--- src/rtl/fd_inst_queue.sv ---
// Fetch-to-decode instruction queue: circular buffer of {pc, instr} between IF and ID.
// Define FDQ_PC8_EN to add the d_pc8 (head pc + 8) link-value output.
module fd_inst_queue #(
    parameter int DEPTH = 2,
    parameter int AW    = 1
) (
    input  logic          clk,
    input  logic          reset,
    input  logic          flush,
    input  logic          f_valid,
    input  logic [31:0]   f_pc,
    input  logic [31:0]   f_instr,
    output logic          f_ready,
    input  logic          d_ready,
    output logic          d_valid,
    output logic [31:0]   d_pc,
    output logic [31:0]   d_instr,
`ifdef FDQ_PC8_EN
    output logic [31:0]   d_pc8,
`endif
    output logic [AW:0]   count
);

    localparam logic [AW:0] FULL_COUNT = (AW+1)'(DEPTH);

    logic [63:0] mem [DEPTH];
    logic [AW-1:0] rd_ptr;
    logic [AW-1:0] wr_ptr;
    logic push;
    logic pop;
    logic [63:0] head;

    // Ready/valid come from registered occupancy only, so IF stalls solely on a full queue.
    assign f_ready = (count != FULL_COUNT);
    assign d_valid = (count != '0);
    assign push    = f_valid & f_ready;
    assign pop     = d_valid & d_ready;

    assign head    = mem[rd_ptr];
    assign d_pc    = d_valid ? head[63:32] : 32'd0;
    assign d_instr = d_valid ? head[31:0]  : 32'd0;

`ifdef FDQ_PC8_EN
    assign d_pc8   = d_valid ? (head[63:32] + 32'd8) : 32'd0;
`endif

    always_ff @(posedge clk) begin
        if (reset) begin
            rd_ptr <= '0;
            wr_ptr <= '0;
            count  <= '0;
            for (int i = 0; i < DEPTH; i++) begin
                mem[i] <= 64'd0;
            end
        end else if (flush) begin
            // Stale storage is left in place; zero count masks it from ID.
            rd_ptr <= '0;
            wr_ptr <= '0;
            count  <= '0;
        end else begin
            if (push) begin
                mem[wr_ptr] <= {f_pc, f_instr};
                wr_ptr      <= wr_ptr + AW'(1);
            end
            if (pop) begin
                rd_ptr <= rd_ptr + AW'(1);
            end
            case ({push, pop})
                2'b10:   count <= count + (AW+1)'(1);
                2'b01:   count <= count - (AW+1)'(1);
                default: count <= count;
            endcase
        end
    end

endmodule

--- config.mk ---
export PLATFORM = sky130hd
export DESIGN_NAME = fd_inst_queue
export DESIGN_NICKNAME = d
export VERILOG_FILES = /design/src/rtl/fd_inst_queue.sv
export SDC_FILE = /design/constraint.sdc
export NUM_CORES = 1
export LEC_CHECK = 0
export ABC_AREA = 1
export ABC_CLOCK_PERIOD_IN_PS = 6090
export CAP_MARGIN = 30
export CORE_MARGIN = 2
export CORE_UTILIZATION = 50
export DETAILED_ROUTE_END_ITERATION = 6
export PLACE_DENSITY = 0.79
export SYNTH_ARGS = -nofsm -noshare
export SYNTH_HDL_FRONTEND = slang
export SYNTH_SLANG_ARGS = --single-unit
--- constraint.sdc ---
create_clock -name clk -period 6.09 [get_ports clk]
set_input_delay 1.827 -clock clk [delete_from_list [all_inputs] [get_ports clk]]
set_output_delay 1.827 -clock clk [all_outputs]
set_load 0.01 [all_outputs]
* Yosys cells after proc, flatten, opt, wreduce, memory -nomap -nowiden
Memory sizes are Yosys's and may differ from the RTL's. A register that Yosys moved wholly into a read port is not among the register bits. Cells that the tools add are included.
Cells by class: add/subtract/negate cells 4, eq/ne operators 3, mux-type cells 14, bitwise logic cells 2, reduce and logical (&&, ||, !) cells 4
Operators with widths (count):
- 32-bit 2-to-1 mux | 2
- 64-bit 2-to-1 mux | 1
- 64-bit OR reduction | 1
- 1-bit 2-to-1 mux | 10
- 2-bit one-hot mux with 2 select lines | 1
- 2-bit nonzero test | 2
- 1-bit adder, second input constant | 2
- 2-bit by 1-bit adder with 2-bit output, second input constant | 1
- 1-bit AND | 2
- 2-bit by 1-bit == test with 1-bit output, second input constant | 1
- 2-bit == test, second input constant | 1
- 2-bit != test, second input constant | 1
- 2-bit OR reduction | 1
- 2-bit by 1-bit subtractor with 2-bit output, second input constant | 1
Storage, ports and cells: register bits after elaboration 4, RAM bits 128, bits of input ports 69, output and inout bits 68, word-level logic and storage cells 31, memories 1
Memories:
- mem | words 2, bits a word 64, read ports 1, clocked after Yosys merged registers in 1, write ports 2, line 26 | logic [63:0] mem [DEPTH];

* Longest topological paths before layout
Gate-level depths: netlist (run 1).
depth in word-level cells 8, mapped depth 9, depth with buffers taken out 9

* Worst setup path before layout (run 1)
Ideal clock, no wire load.
path kind input to register, from input port flush, to memory mem[1][0], enable pin, data arrival time 3863 ps, data required time 5666 ps, path slack 1803 ps, cell stages on the path 5, buffers on the path 2, cells stage by stage nor2_2 nand4_1 buf_2 buf_2 nand2_1
RTL lines:
- start: declaration | line 9 | input logic flush,
- end: declaration | line 26

* Final worst setup path (run 1)
from register count[1], to output port d_instr[5]
Between the ends: word-level cells in the longest chain between the ends 2
RTL lines:
- start: declaration | line 21 | output logic [AW:0] count
- start signal: assignment | line 69 | 2'b10: count <= count + (AW+1)'(1);
- start signal: assignment | line 70 | 2'b01: count <= count - (AW+1)'(1);
- start signal: assignment | line 71 | default: count <= count;
- 2-bit nonzero test | line 35 | assign d_valid = (count != '0);
- 32-bit 2-to-1 mux | line 41 | assign d_instr = d_valid ? head[31:0] : 32'd0;
- end: declaration | line 17 | output logic [31:0] d_instr,
No other way between the ends.

==> summary.md, run 1 <==
| Metric | Value |
|---|---|
| Vias per cell | `5.06` |
| Avg Cell Area, Syn | `between 10 and 15 um2` |
| # rows | `40` |
| Setup-failing EPs final | `0` |
| PortBufs | `136` |
| Syn_nets | `657` |
| Overall die height | `115 um` |
| Mapped cell area | `6150 um2` |
| Post-CTS resize count | `0` |
| Reg2reg path depth | `5` |
| Synth area leader | `edfxtp_1` |
| Worst Path Buf+Inv | `2` |
| Worst EP arrival | `~2.6 ns` |
| Vias in the first global route | `4563` |
| Overall Global Routing Usage | `0.211` |
| Worst Skew | `0.00593 ns` |
| Initial antenna violation count | `0` |
| Max Fanout on Critical Path | `34` |
| Via Count | `4421` |
| Setup Fix Bufs, Post-CTS | `0` |
| Pins Over Slew Limit | `0` |
| DRT Pass-1 Iters | `5` |
| N_diodes | `0` |
| Leading post-synthesis cells by cell area | `edfxtp_1 (63%), nand2_1 (8.4%), nor2_4 (7.1%), nor2_1 (6.0%), a21oi_1 (5.3%)` |
| Instance count on the critical path | `4` |
| Crit path max-delay family | `buffers and inverters` |
| Most frequent cells in the layout | `clkdlybuf4s50_1 (136), nand2_1 (135), edfxtp_1 (128)` |
| RSZ-0062 raised after global routing | `false` |
| CTS clk-pin slew, worst paths | `approximately 0.05 ns` |
| Detail Route Antenna Nets | `0` |
| Final Hold Vio Count | `0` |
| Mapped Cells | `587` |
| Hold Crit Class | `reg2reg` |
| Post-DP HPWL | `8390 um` |
| Clock share of power | `0.446` |
| Die area | `13200 um2` |
| Routability Congestion | `0.756` |
| Netlist cell types | `20` |
| Fill cells | `approximately 860` |
| Slew margin rel. | `0.354` |
| Comb power frac | `0.091` |
| Status | `finished, final reports clean` |
| Min Clock Period, post-route | `4.42 ns` |
| Clock buffer depth | `2` |
| First-pass GRT wire length | `21400 um` |
| Inserted Clock Buffers | `17` |
| GRT overflow | `0` |
| CTS Hold Bufs | `0` |
| Worst EP required | `4.26 ns` |
| Slowest stage delay, CP | `0.65 ns` |
| Crit path launch type | `register` |
| Post-layout nets | `783` |
| Most common cell after layout, fill and taps aside | `clkdlybuf4s50_1` |
| Critical path cell sequence | `nor2_4 -> buf_4 -> a21oi_1 -> clkdlybuf4s50_1` |
| CTS tree | `yes` |
| Core box area | `12000 um2` |
| Ys Warns | `0` |
| Htree depth | `4` |
| Period utilization | `0.725` |
| Sequential cell area fraction in the yosys report | `0.642` |
| DRC Markers | `0` |
| Routed wire length | `13700 um` |
| Initial DRC Count | `332` |
| PwrDens | `282 nW/um2` |
| Setup TNS | `0 ns` |
| Hold depth | `2` |
| Clk_lat worst skew | `roughly 0.41 ns` |
| Flop pwr share | `0.462` |
| Drt wl/cell | `15.7 um` |
| Final Hold Slack | `0.552 ns` |
| Die W | `115 um` |
| Sw Pwr | `0.485 mW` |
| Yosys reg bits | `133` |
| Top Ports | `137` |
| Syn-to-layout area delta | `32.6%` |
| Slowest CP cell | `nor2_4` |
| Clk root buf | `clkbuf_16` |
| Largest net degree at the start of global routing | `65` |
| Setup CP Type | `reg2out` |
| Sw frac | `0.211` |
| Fmax achieved | `226 MHz` |
| Kind of end point of the critical path | `primary output` |
| Max-Cap Viols | `0` |
| Max IR drop VDD | `0.183 mV` |
| Effective utilization at floorplan | `0.512` |
| P_int | `1.81 mW` |
| Layout cells sized above 1 | `0.109` |
| Yosys top cell area share | `0.625` |
| Lkg Pwr | `3.20 nW` |
| Slew @ Worst Pin | `0.969 ns` |
| Sink Count | `between 100 and 150` |
-- metal layers --
layer,track usage,vias to the layer above,wire [um]
met1,0.228,2108,5300
met5,0,-,0
met3,0.0401,31,668
li1,-,2125,-
met4,0.101,0,357
met2,0.396,157,7390
-- synth_stat cells --
cell type and number:
nor2_2 1, inv_2 2, buf_6 1, dfxtp_1 5
nand2_4 2, edfxtp_1 128, nor2_4 39, nand3_1 1
inv_1 69, buf_12 3, buf_2 17, nand2_2 1
ha_1 1, a21oi_1 65, nor2_1 99, buf_8 1
nand4_1 2, nand2_1 137, clkbuf_1 12, o21ai_0 1
-- cell type report --
type                            instances  area [um2]  share of cell area
Clock buffer                           18         429              0.0527
Tap cell                              147         184              0.0226
Timing Repair Buffer                  141        1410               0.173
Inverter                               71         267              0.0327
Sequential cell                       133        3950               0.484
Clock inverter                         14         165              0.0203
Multi-Input combinational cell        349        1750               0.214
-- power groups by stage --
stage	clock network (mW)	logic, mW	registers, mW
2_1_floorplan	0	0.108	1.08
3_3_place_gp	0	0.205	1.08
3_5_place_dp	0	0.211	1.08
4_1_cts	1.03	0.213	1.06
5_1_grt	1.06	0.228	1.07
6_report	1.03	0.210	1.06
-- worst min-delay path, delay by kind of cell, from the launching register on --
family | cells | cell delay, ns
flops | 1 | 0.35
simple gates | 2 | 0.16
-- cells by family after synthesis --
family / after synthesis / synth area share
AND/OR/NAND/NOR: 282 / 0.224
adder cells (fa/ha/maj): 1 / 0.00204
buffers and inverters: 105 / 0.0786
flip-flops: 133 / 0.642
AO/OA/AOI/OAI: 66 / 0.0537
-- registers in the layout (all words and copies together), names as in the netlist, named ones only --
signal  cells
count       2
rd_ptr      1
mem       128
wr_ptr      1
-- per-stage QoR --
step                utilization  worst slack (ns)  instances  total power [mW]  area, um2
floorplan                     -              1.80        587              1.19       6150
CTS                       0.678              1.65        873              2.31       8150
global route              0.678              1.54        873              2.36       8150
detailed placement        0.629              1.64        841              1.29       7550
finish                    0.678              1.67        873              2.30       8150
global placement          0.627              1.69        840              1.28       7530
-- final timing paths --
kind	to	slack, ns	start
worst max-delay path	d_instr[5]	1.67	count[1]$_SDFFE_PP0P_
worst min-delay path	wr_ptr$_SDFFE_PP0P_	0.55	wr_ptr$_SDFFE_PP0P_
worst max register to register	mem[0][26]$_SDFFCE_PN0P_	3.43	count[1]$_SDFFE_PP0P_
worst min register to register	wr_ptr$_SDFFE_PP0P_	0.55	wr_ptr$_SDFFE_PP0P_
(Power assumes the default switching activity.)
==> run 2: changes to the inputs <==
ABC_CLOCK_PERIOD_IN_PS = 4300   (was 6090)
clock period = 4.3 ns   (was 6.09 ns; I/O delays follow)
==> run 2 against run 1 <==
Utilization increased by 0.32 points. Worst hold slack got worse by 0.037 ns. Critical path type unchanged. Combinational power increased by 42%. Cell count increased by 0.34%. Sequential cell count unchanged. Die area unchanged. Clock skew decreased by 0.00076 ns. Final area increased by 0.48%. Sequential power increased by 42%.
==> summary.md, run 2 (synthesized netlist as in run 1, its figures left out) <==
| Metric | Value |
|---|---|
| Status | `finished, final reports clean` |
| Pre-CTS WS | `0.979 ns` |
| Post-CTS resize count | `0` |
| Sw Pwr | `0.685 mW` |
| P_int | `2.58 mW` |
| Die area | `around 13000 um2` |
| Slowest stage delay, CP | `0.58 ns` |
| Setup CP Type | `reg2out` |
| Setup-failing EPs final | `0` |
| Setup TNS | `0 ns` |
| Post-DP HPWL | `7910 um` |
| Final WS setup | `between 0.6 and 0.7 ns` |
| Most common cell after layout, fill and taps aside | `clkdlybuf4s50_1` |
| Vias per cell | `4.91` |
| DRT Pass-1 Iters | `5` |
| Top Ports | `137` |
| Max Fanout on Critical Path | `31` |
| Flip-flop count of the largest register after layout | `between 100 and 150` |
| Clock share of power | `0.448` |
| Setup Fix Bufs, Post-CTS | `0` |
| Layout cells sized above 1 | `0.112` |
| Fmax achieved | `276 MHz` |
| Detail Route Antenna Nets | `0` |
| Core box area | `12000 um2` |
| CTS clk-pin slew, worst paths | `0.05 ns` |
| Syn-to-layout area delta | `33.2%` |
| N_diodes | `0` |
| Overall Global Routing Usage | `0.207` |
| Flop pwr share | `0.460` |
| Overall die height | `115 um` |
| Routed wire length | `13200 um` |
| Htree depth | `4` |
| Worst EP required | `between 3 and 4 ns` |
| Sw frac | `0.210` |
| PortBufs | `136` |
| Crit path max-delay family | `buffers and inverters` |
| Effective utilization at floorplan | `0.512` |
| Sink Count | `between 100 and 150` |
| Pins Over Slew Limit | `0` |
| Lkg Pwr | `3.21 nW` |
| Max IR drop VDD | `0.224 mV` |
| RSZ-0062 raised after global routing | `false` |
| Crit path launch type | `register` |
| Max-Cap Viols | `0` |
| Slew margin rel. | `0.390` |
| # rows | `40` |
| Initial DRC Count | `192` |
| Most frequent cells in the layout | `clkdlybuf4s50_1 (136), nand2_1 (135), edfxtp_1 (128)` |
| Worst Skew | `0.00516 ns` |
| Period utilization | `0.844` |
| Via Count | `between 4000 and 5000` |
| GRT overflow | `0` |
| Comb power frac | `0.091` |
| Inserted Clock Buffers | `17` |
| Drt wl/cell | `15.1 um` |
| Slowest CP cell | `clkdlybuf4s50_1` |
| Vias in the first global route | `approximately 4400` |
| Clk root buf | `clkbuf_16` |
| Clock buffer depth | `2` |
| First-pass GRT wire length | `20700 um` |
| Critical path cell sequence | `inv_2 -> buf_4 -> nand2_1 -> a21oi_1 -> clkdlybuf4s50_1` |
| Worst Path Buf+Inv | `3` |
| CTS Hold Bufs | `0` |
| Worst EP arrival | `2.34 ns` |
| Routability Congestion | `0.767` |
| DRC Markers | `0` |
| Clk_lat worst skew | `approximately 0.40 ns` |
| Hold Crit Class | `reg2reg` |
| Final Hold Vio Count | `0` |
| Kind of end point of the critical path | `primary output` |
| Die W | `115 um` |
| Largest net degree at the start of global routing | `66` |
| Biggest regs | `mem: 128 flops, count: 2 flops` |
| PwrDens | `between 300 and 400 nW/um2` |
| Largest reg by FF count | `mem` |
| Initial antenna violation count | `0` |
| CTS tree | `yes` |
| Post-layout nets | `786` |
| Slew @ Worst Pin | `0.915 ns` |
| Min Clock Period, post-route | `3.63 ns` |
[run 2: path summary, 6_finish.rpt]
kind / startpoint / endpoint / slack, ns / cells past startpoint
setup / recovery: register / d_instr[29] / 0.67 / 5
hold / removal: rd_ptr$_SDFFE_PP0P_ / rd_ptr$_SDFFE_PP0P_ / 0.52 / 2
setup reg to reg: count[0]$_SDFFE_PP0P_ / mem[0][53]$_SDFFCE_PN0P_ / 2.30 / 6
hold reg to reg: rd_ptr$_SDFFE_PP0P_ / rd_ptr$_SDFFE_PP0P_ / 0.52 / 2
[run 2: cell type report]
| cell class | count | area [um2] |
|---|---|---|
| clock buffer | 21 | 440 |
| clock inverter | 11 | 158 |
| fill | 904 | 3820 |
| inverter | 71 | 267 |
| multi-input combinational | 349 | 1750 |
| sequential | 133 | 3950 |
| tap | 147 | 184 |
| timing repair buffer | 144 | 1450 |
[run 2: worst register-to-register path: cells and delay by family (launching register included)]
family                 cells  cell delay, ns
buffers and inverters      1            0.11
flip-flops                 1            0.46
AND/OR/NAND/NOR            5            1.02
[run 2: routing by layer]
layer / part of all wire / global-route usage / up-vias
met3: 0.049 / 0.0395 / 20
met1: 0.38 / 0.231 / 2018
li1: - / - / 2136
met4: 0.019 / 0.0924 / 0
met5: 0 / 0 / -
met2: 0.55 / 0.382 / 126
[run 2: power groups by stage]
stage	Combinational, mW	Sequential, mW	Clock [mW]
2_1_floorplan	0.153	1.53	0
3_3_place_gp	0.292	1.53	0
3_5_place_dp	0.298	1.53	0
4_1_cts	0.301	1.50	1.48
5_1_grt	0.324	1.51	1.54
6_report	0.298	1.50	1.47
[run 2: metrics by stage]
stage	area [um2]	utilization	instances	power [mW]	hold WS, ns
2_1_floorplan	6150	-	587	1.68	0.467
3_3_place_gp	7590	0.632	844	1.82	0.480
3_5_place_dp	7590	0.632	844	1.83	0.497
4_1_cts	8190	0.682	876	3.29	0.514
5_1_grt	8190	0.682	876	3.37	0.557
6_report	8190	0.682	876	3.27	0.515
==> run 3: changes to the inputs <==
ABC_CLOCK_PERIOD_IN_PS = 3600   (was 4300)
clock period = 3.6 ns   (was 4.3 ns; I/O delays follow)
==> run 3 against run 2 <==
Power increased by 17%. Setup slack got worse by 0.23 ns. Sequential power increased by 19%. Combinational power increased by 22%. Die area unchanged. Non-clock buffer count increased by 2.
==> summary.md, run 3 (synthesized netlist as in run 1, its figures left out) <==
| Metric | Value |
|---|---|
| Status | `finished, final reports clean` |
| PwrDens | `467 nW/um2` |
| RSZ-0062 raised after global routing | `false` |
| Flip-flop count of the largest register after layout | `around 130` |
| Met2 usage | `0.406` |
| Fmax achieved | `317 MHz` |
| GRT overflow | `0` |
| Syn-to-layout area delta | `33.5%` |
| Fill cells | `903` |
| Pins Over Slew Limit | `0` |
| Worst Skew | `0.0139 ns` |
| CTS Hold Bufs | `0` |
| Most frequent cells in the layout | `clkdlybuf4s50_1 (136), nand2_1 (135), edfxtp_1 (128)` |
| Busiest grt layer | `met2` |
| Slew @ Worst Pin | `0.700 ns` |
| CTS tree | `yes` |
| Worst EP required | `2.52 ns` |
| Sw Pwr | `around 0.86 mW` |
| # rows | `40` |
| Setup TNS | `0 ns` |
| Kind of end point of the critical path | `primary output` |
| Routability Congestion | `0.729` |
| Final WS setup | `around 0.44 ns` |
| Hold depth | `2` |
| N_diodes | `0` |
| Largest reg by FF count | `mem` |
| Worst Hold Launch | `rd_ptr$_SDFFE_PP0P_` |
| Initial DRC Count | `230` |
| Post-CTS resize count | `0` |
| Max Fanout on Critical Path | `38` |
| Post-DP HPWL | `8400 um` |
| Post-layout nets | `788` |
| Htree depth | `4` |
| CTS clk-pin slew, worst paths | `roughly 0.06 ns` |
| Top Ports | `137` |
| Initial antenna violation count | `0` |
| Vias per cell | `between 4 and 5` |
| Flop pwr share | `0.469` |
| Area occupied by multi-input gates | `1750 um2` |
| Core box area | `12000 um2` |
| Met3 Track Usage GR | `0.0554` |
| Die area | `13200 um2` |
| First-pass GRT wire length | `21800 um` |
| Die W | `115 um` |
| Inserted Clock Buffers | `17` |
| Detail Route Antenna Nets | `0` |
| Vias in the first global route | `around 4600` |
| P_int | `just under 3 mW` |
| Overall die height | `between 100 and 150 um` |
| Worst R2R End | `count[1]$_SDFFE_PP0P_` |
| Reg2reg setup slack | `1.66 ns` |
| Pre-CTS WS | `roughly 0.57 ns` |
| Hold Crit Class | `reg2reg` |
| Reg2reg path depth | `9` |
| Min Clock Period, post-route | `~3.2 ns` |
| DRT Pass-1 Iters | `5` |
| Period utilization | `0.877` |
| Register area | `3950 um2` |
| Max-Cap Viols | `0` |
| Max IR drop VDD | `0.259 mV` |
| Setup crit start | `count[1]$_SDFFE_PP0P_` |
| Clock share of power | `0.436` |
| Most common cell after layout, fill and taps aside | `clkdlybuf4s50_1` |
| PortBufs | `136` |
| Layout cells sized above 1 | `0.123` |
| Setup-failing EPs final | `0` |
| Clk_lat worst skew | `about 0.41 ns` |
| Overall Global Routing Usage | `0.217` |
| Effective utilization at floorplan | `0.512` |
| Worst EP arrival | `2.08 ns` |
| Origin of the critical flop-to-flop path | `count[1]$_SDFFE_PP0P_` |
| Sw frac | `0.224` |
| Routed wire length | `13700 um` |
| DRC Markers | `0` |
| Setup CP Type | `reg2out` |
| Drt wl/cell | `15.6 um` |
| Lkg Pwr | `3.21 nW` |
| Crit path launch type | `register` |
| Comb power frac | `0.095` |
| Final Hold Vio Count | `0` |
| Sink Count | `133` |
| Via Count | `4349` |
| Clock buffer depth | `2` |
| Clk root buf | `clkbuf_16` |
| Slew margin rel. | `0.533` |
| Setup Fix Bufs, Post-CTS | `0` |
| Met1 Use GR | `0.240` |
| Biggest regs | `mem: 128 flops, count: 2 flops` |
| Largest net degree at the start of global routing | `66` |
==> run 3: cell count changes in the layout (fill, tap and decap cells not counted), moves of 2 or more <==
cell	delta
buf_12	+2
clkbuf_1	-3
clkinvlp_4	+5
bufinv_16	-2
clkinv_2	+2
clkinv_1	-3
==> run 3: through the flow <==
step	std cells	total power [mW]	hold WS [ns]	util	area, um2
floorplan	587	2.01	0.467	-	6150
global placement	846	2.18	0.479	0.635	7630
detailed placement	846	2.19	0.495	0.635	7630
CTS	878	3.85	0.508	0.683	8210
global route	878	3.95	0.548	0.683	8210
finish	878	3.83	0.503	0.683	8210
==> run 3: final cells by class <==
class / instances / area share
Inverter: 71 / 0.0325
Clock inverter: 13 / 0.0163
Tap cell: 147 / 0.0224
Multi-Input combinational cell: 349 / 0.213
Clock buffer: 19 / 0.0540
Sequential cell: 133 / 0.481
Timing Repair Buffer: 146 / 0.181
==> run 3: critical path: stages (launching register included) <==
cell and delay (ns):
dfxtp_1 0.48, nor2_4 0.07, buf_4 0.26, a21oi_1 0.25, clkdlybuf4s50_1 0.58
==> run 3: worst max-delay path by stage <==
stage                                    end  slack [ns]  depth (start not counted)
floorplan            mem[1][0]$_SDFFCE_PN0P_        0.06                          5
CTS                                  d_pc[0]        0.45                          4
detailed placement  mem[1][40]$_SDFFCE_PN0P_        0.57                          5
finish                           d_instr[22]        0.44                          4
global placement    mem[1][37]$_SDFFCE_PN0P_        0.63                          5
global route                      d_instr[0]        0.34                          4
==> run 3: metal layers <==
layer	vias to the layer above	wire length [um]
li1	2138	-
met1	2079	5220
met2	123	7700
met3	9	636
met4	0	127
met5	-	0
==> run 3: power by group through the flow <==
stage                     combinational (mW)  clock [mW]  sequential, mW
final                                  0.365        1.67            1.79
after global routing                   0.396        1.76            1.80
after CTS                              0.369        1.68            1.80
after detailed placement               0.366           0            1.83
after global placement                 0.357           0            1.82
after floorplan                        0.183           0            1.83
